File: src/rtl/sprite_dma_pkg.sv
// Shared definitions for the sprite record loader: record layout and FSM state encodings.
// The sprite unit and the CPU register decode import the same package, so the
// register indices and state codes stay consistent across all three blocks.
package sprite_dma_pkg;

   // One sprite record: 8 bitmap rows followed by the X and Y position bytes.
   localparam int DEF_SPRITE_BYTES = 10;
   localparam int SPR_ROW_LAST     = 7;
   localparam int SPR_X_IDX        = 8;
   localparam int SPR_Y_IDX        = 9;

   // Default bus widths.
   localparam int DEF_MEM_AW       = 16;
   localparam int DEF_SPR_AW       = 4;

   // Loader FSM states (3-bit encoding shared with debug/decode logic).
   typedef enum logic [2:0] {
      ST_IDLE    = 3'd0,
      ST_WAIT_VS = 3'd1,
      ST_REQ     = 3'd2,
      ST_WRITE   = 3'd3,
      ST_DONE    = 3'd4
   } dma_state_e;

endpackage

File: src/rtl/sprite_dma.sv
// Sprite record loader. On an accepted start pulse it copies one record from main
// memory into the sprite register file, one byte per read/write pair, and only
// while vsync is high so the sprite unit never displays a half-updated sprite.
//
// Memory handshake: mem_req rises with mem_addr valid and both stay unchanged
// until the cycle in which mem_ack is high; mem_rdata is taken in that same cycle
// and mem_req is low from the next cycle. A zero-wait memory may ack in the very
// cycle mem_req rises. abort overrides everything, including a same-cycle ack,
// whose data is then discarded.
//
// All outputs are registers, so spr_we/spr_addr/spr_di are settled well before the
// falling edge at which the sprite unit samples them.
module sprite_dma
   import sprite_dma_pkg::*;
#(
   parameter int SPRITE_BYTES = DEF_SPRITE_BYTES,
   parameter int MEM_AW       = DEF_MEM_AW,
   parameter int SPR_AW       = DEF_SPR_AW
) (
   input  logic              clk,
   input  logic              reset,
   input  logic              start,
   input  logic [MEM_AW-1:0] src_base,
   input  logic              abort,
   input  logic              vsync,
   output logic              busy,
   output logic              done,
   output logic              mem_req,
   output logic [MEM_AW-1:0] mem_addr,
   input  logic              mem_ack,
   input  logic [7:0]        mem_rdata,
   output logic              spr_we,
   output logic [SPR_AW-1:0] spr_addr,
   output logic [7:0]        spr_di,
   output dma_state_e        dbg_state
);

   localparam logic [SPR_AW-1:0] LAST_IDX = SPR_AW'(SPRITE_BYTES - 1);

   dma_state_e        state;
   logic [SPR_AW-1:0] idx;
   logic [MEM_AW-1:0] base;
   logic [SPR_AW-1:0] idx_next;

   assign idx_next  = idx + SPR_AW'(1);
   assign dbg_state = state;

   // Loader FSM with registered outputs; abort returns to IDLE from any state.
   always_ff @(posedge clk or negedge reset) begin
      if (!reset) begin
         state    <= ST_IDLE;
         busy     <= 1'b0;
         done     <= 1'b0;
         mem_req  <= 1'b0;
         mem_addr <= '0;
         spr_we   <= 1'b0;
         spr_addr <= '0;
         spr_di   <= '0;
         idx      <= '0;
         base     <= '0;
      end else if (abort) begin
         // Drop the transfer without a done pulse; any acked byte is discarded.
         state   <= ST_IDLE;
         busy    <= 1'b0;
         done    <= 1'b0;
         mem_req <= 1'b0;
         spr_we  <= 1'b0;
      end else begin
         // Strobes are single-cycle unless a state below raises them again.
         spr_we <= 1'b0;
         done   <= 1'b0;
         case (state)
            ST_IDLE: begin
               if (start) begin
                  base  <= src_base;
                  idx   <= '0;
                  busy  <= 1'b1;
                  state <= ST_WAIT_VS;
               end
            end
            ST_WAIT_VS: begin
               if (vsync) begin
                  mem_req  <= 1'b1;
                  mem_addr <= base + MEM_AW'(idx);
                  state    <= ST_REQ;
               end
            end
            ST_REQ: begin
               // Once issued, a read always completes even if vsync falls.
               if (mem_ack) begin
                  mem_req  <= 1'b0;
                  spr_we   <= 1'b1;
                  spr_addr <= idx;
                  spr_di   <= mem_rdata;
                  state    <= ST_WRITE;
               end
            end
            ST_WRITE: begin
               if (idx == LAST_IDX) begin
                  done  <= 1'b1;
                  state <= ST_DONE;
               end else begin
                  idx <= idx_next;
                  if (vsync) begin
                     mem_req  <= 1'b1;
                     mem_addr <= base + MEM_AW'(idx_next);
                     state    <= ST_REQ;
                  end else begin
                     state <= ST_WAIT_VS;
                  end
               end
            end
            ST_DONE: begin
               // done falls here (default above) together with busy.
               busy  <= 1'b0;
               state <= ST_IDLE;
            end
            default: begin
               busy    <= 1'b0;
               mem_req <= 1'b0;
               state   <= ST_IDLE;
            end
         endcase
      end
   end

endmodule

File: config.mk
export PLATFORM = sky130hd
export DESIGN_NAME = sprite_dma
export DESIGN_NICKNAME = d
export VERILOG_FILES = /design/src/rtl/sprite_dma_pkg.sv /design/src/rtl/sprite_dma.sv
export SDC_FILE = /design/constraint.sdc
export NUM_CORES = 1
export LEC_CHECK = 0
export ABC_AREA = 0
export BUFFER_PORTS_ARGS = -buffer_cell sky130_fd_sc_hd__buf_4
export CORE_MARGIN = 2
export CORE_UTILIZATION = 37
export CTS_BUF_LIST = sky130_fd_sc_hd__clkbuf_8
export CTS_CLUSTER_DIAMETER = 60
export CTS_CLUSTER_SIZE = 25
export DETAILED_ROUTE_END_ITERATION = 6
export GPL_ROUTABILITY_DRIVEN = 0
export PLACE_DENSITY_LB_ADDON = 0.12
export SLEW_MARGIN = 15
export SYNTH_ARGS = -nofsm -noshare
export SYNTH_HDL_FRONTEND = slang
export SYNTH_SLANG_ARGS = --single-unit
File: constraint.sdc
create_clock -name clk -period 3.1 [get_ports clk]
set_input_delay 0.62 -clock clk [delete_from_list [all_inputs] [get_ports clk]]
set_output_delay 0.62 -clock clk [all_outputs]
set_load 0.03 [all_outputs]
==> metrics.txt <==
syn avg cell area 10.7 um2; grt ovf 0; Hold Path Class in -> async; synthesized area 2570 um2; Final Cycle Share 85.7%; drt drc 0; Mapped Nets 278; Sw Ratio 34.7%; Die ar. 7640 um2; Sink Count 55; most frequent cells in the layout buf_4, dfrtp_1, nand2_1, o21ai_0, mux2_2; hold slack 0.353 ns; share of flip-flops with an asynchronous set or reset 100%; post-synthesis sequential area ratio 53.4%; maxcap violations 0; number of synthesized register bits 55; crit path launch type register; vias per cell 4.89; first-pass GRT wire length 8580 um; R2R cell count 12; DP Wirelength 3790 um; DR WL/cell 13.5 um; post-CTS sizing 0; worst reg2reg startpoint dbg_state[0]; CP Data Required Time 3.28 ns; Leak 1.57 nW; Yosys cell types 37; endpoints failing hold 0; worst vdd ir 0.000253 V; Via Count 1891; drt initial violations 86; CTS tree yes; Synthesis Warnings 0; share of cells above drive strength 1 33.2%; H-tree depth 2; setup bufs post-CTS 0; root buffer cell clkbuf_8; DRT Pass-1 Iters 4; setup slack, reg-to-reg 0.44 ns; Mapped Cells 240; Num CTS Buffers 5; Max Fclk 376 MHz; fin nets 344; Site Rows 30; Ant. Diodes 0; shortest period the worst path allows 2.66 ns; Boundary Pins 65; Total GRT Usage 14.5%; crit path kind reg -> reg; clock network power share 22.3%; number of synthesized flops with an enable pin 0; commonest non-fill, non-tap cell in the layout buf_4; # hold bufs at CTS 0; Int Power 1.46 mW; Initial Util 38.1%; clk_lat worst skew 0.31 ns; clock slew at reported path FFs 0.10 ns; RSZ-0062 raised after global routing no; Core Area 6760 um2; power density over the cells 686 nW/um2; Antenna Nets Post-Route 0; Setup crit end kind register; Max clock buf depth 2; Port Buf Inserts 64; initial antenna violation count 0; crit path DAT 2.83 ns; end of the worst register-to-register path mem_addr[6]; CP max FO 9; Synth Flop Type dfrtp_1; Logic pwr share 32.6%; # fillers 672; Worst-Margin Slew 0.696 ns; P_sw 773 uW; Setup Skew 0.00556 ns; Seq pwr share 45.2%; Final Setup Violations 0; Area growth syn-to-layout 26.3%; Slew HR 53.6%; routed wire length 5210 um; status finished, final reports clean; Die Ht 87.4 um; number of global-route vias before repair 1767; largest net degree at the start of global routing 56; die width 87.4 um; Post-Route Setup TNS 0 ns; Max Slew Vio Count 0; Final Util 48.1%
kinds of logic after synthesis:
group / share of synthesized area (%)
and+or+nand+nor: 15.9
DFF: 53.4
xor gates and xnor gates: 5.44
AOI/OAI and AO/OA: 9.43
adders and majority gates: 4.18
muxes: 9.48
buffers and inverters: 2.14
through the flow:
stage | std cells | total power [mW] | instance area, um2 | setup slack (ns)
4_1_cts | 387 | 2.26 | 3250 | 0.429
6_report | 387 | 2.23 | 3250 | 0.443
5_1_grt | 387 | 2.37 | 3250 | 0.178
3_5_place_dp | 379 | 1.76 | 3130 | 0.452
2_1_floorplan | 240 | 1.46 | 2570 | 0.532
3_3_place_gp | 379 | 1.75 | 3130 | 0.470
cell usage after synthesis, types with 2 or more instances:
cell      instances  area share [%]
a211oi_1          2            0.58
a21o_1            2            0.58
a21oi_1           9             1.7
and3_1            2            0.49
buf_2             2            0.39
clkbuf_1          4            0.58
dfrtp_1          55              53
ha_1              7             3.4
inv_1             3            0.44
mux2_2           19             8.3
mux2_4            2             1.2
nand2_1          52             7.6
nand3_1           9             1.7
nor2_1            9             1.3
nor2b_1           2            0.49
nor3_1            7             1.4
o21ai_0          20             3.9
xnor2_1          10             3.4
xor2_1            6             2.0
area by class of cell:
class | instances | area [um2] | share of cell area, %
clock buffers | 6 | 82.6 | 2.54
clock inverters | 2 | 35.0 | 1.08
multi-input cells | 173 | 1140 | 35.2
flip-flops and latches | 55 | 1380 | 42.3
inverters | 5 | 18.8 | 0.577
repair buffers | 66 | 495 | 15.2
well taps | 80 | 100 | 3.08
state kept, by name (all words and copies together), names as in the netlist:
name and count:
base 16, busy 1, dbg_state 3, done 1
idx 4, mem_addr 16, mem_req 1, spr_addr 4
spr_di 8, spr_we 1
worst max-delay path: stages (launching register included):
cell and delay [ns]:
dfrtp_1 0.47, nor2b_4 0.18, nand2_1 0.20, inv_2 0.08, ha_1 0.27, inv_1 0.04
ha_1 0.22, fa_1 0.42, nand3_1 0.14, nand2_1 0.11, and3_1 0.21, xnor2_1 0.12
o21ai_0 0.08
per-layer routing:
metal | GRT usage (%) | part of all wire, %
met5 | 0 | 0
met2 | 20.7 | 44
met3 | 2.84 | 4.4
met1 | 21.7 | 50
met4 | 5.45 | 1.6
power groups by stage:
stage / registers [mW] / logic (mW) / clock network (mW)
after floorplan: 1.23 / 0.230 / 0
after global placement: 1.02 / 0.726 / 0
after detailed placement: 1.02 / 0.737 / 0
after CTS: 1.01 / 0.738 / 0.514
after global routing: 1.03 / 0.791 / 0.543
final: 1.01 / 0.726 / 0.497
worst max-delay path by stage:
stage                               to  depth (start not counted)          from
final                      mem_addr[6]                         12  dbg_state[0]
after global routing      mem_addr[13]                         11  dbg_state[0]
after CTS                  mem_addr[6]                         12  dbg_state[0]
after detailed placement   mem_addr[6]                         12  dbg_state[0]
after global placement     mem_addr[6]                         12  dbg_state[0]
after floorplan           mem_addr[13]                         11  dbg_state[0]
Note: power is estimated with default switching activity, not from simulation.
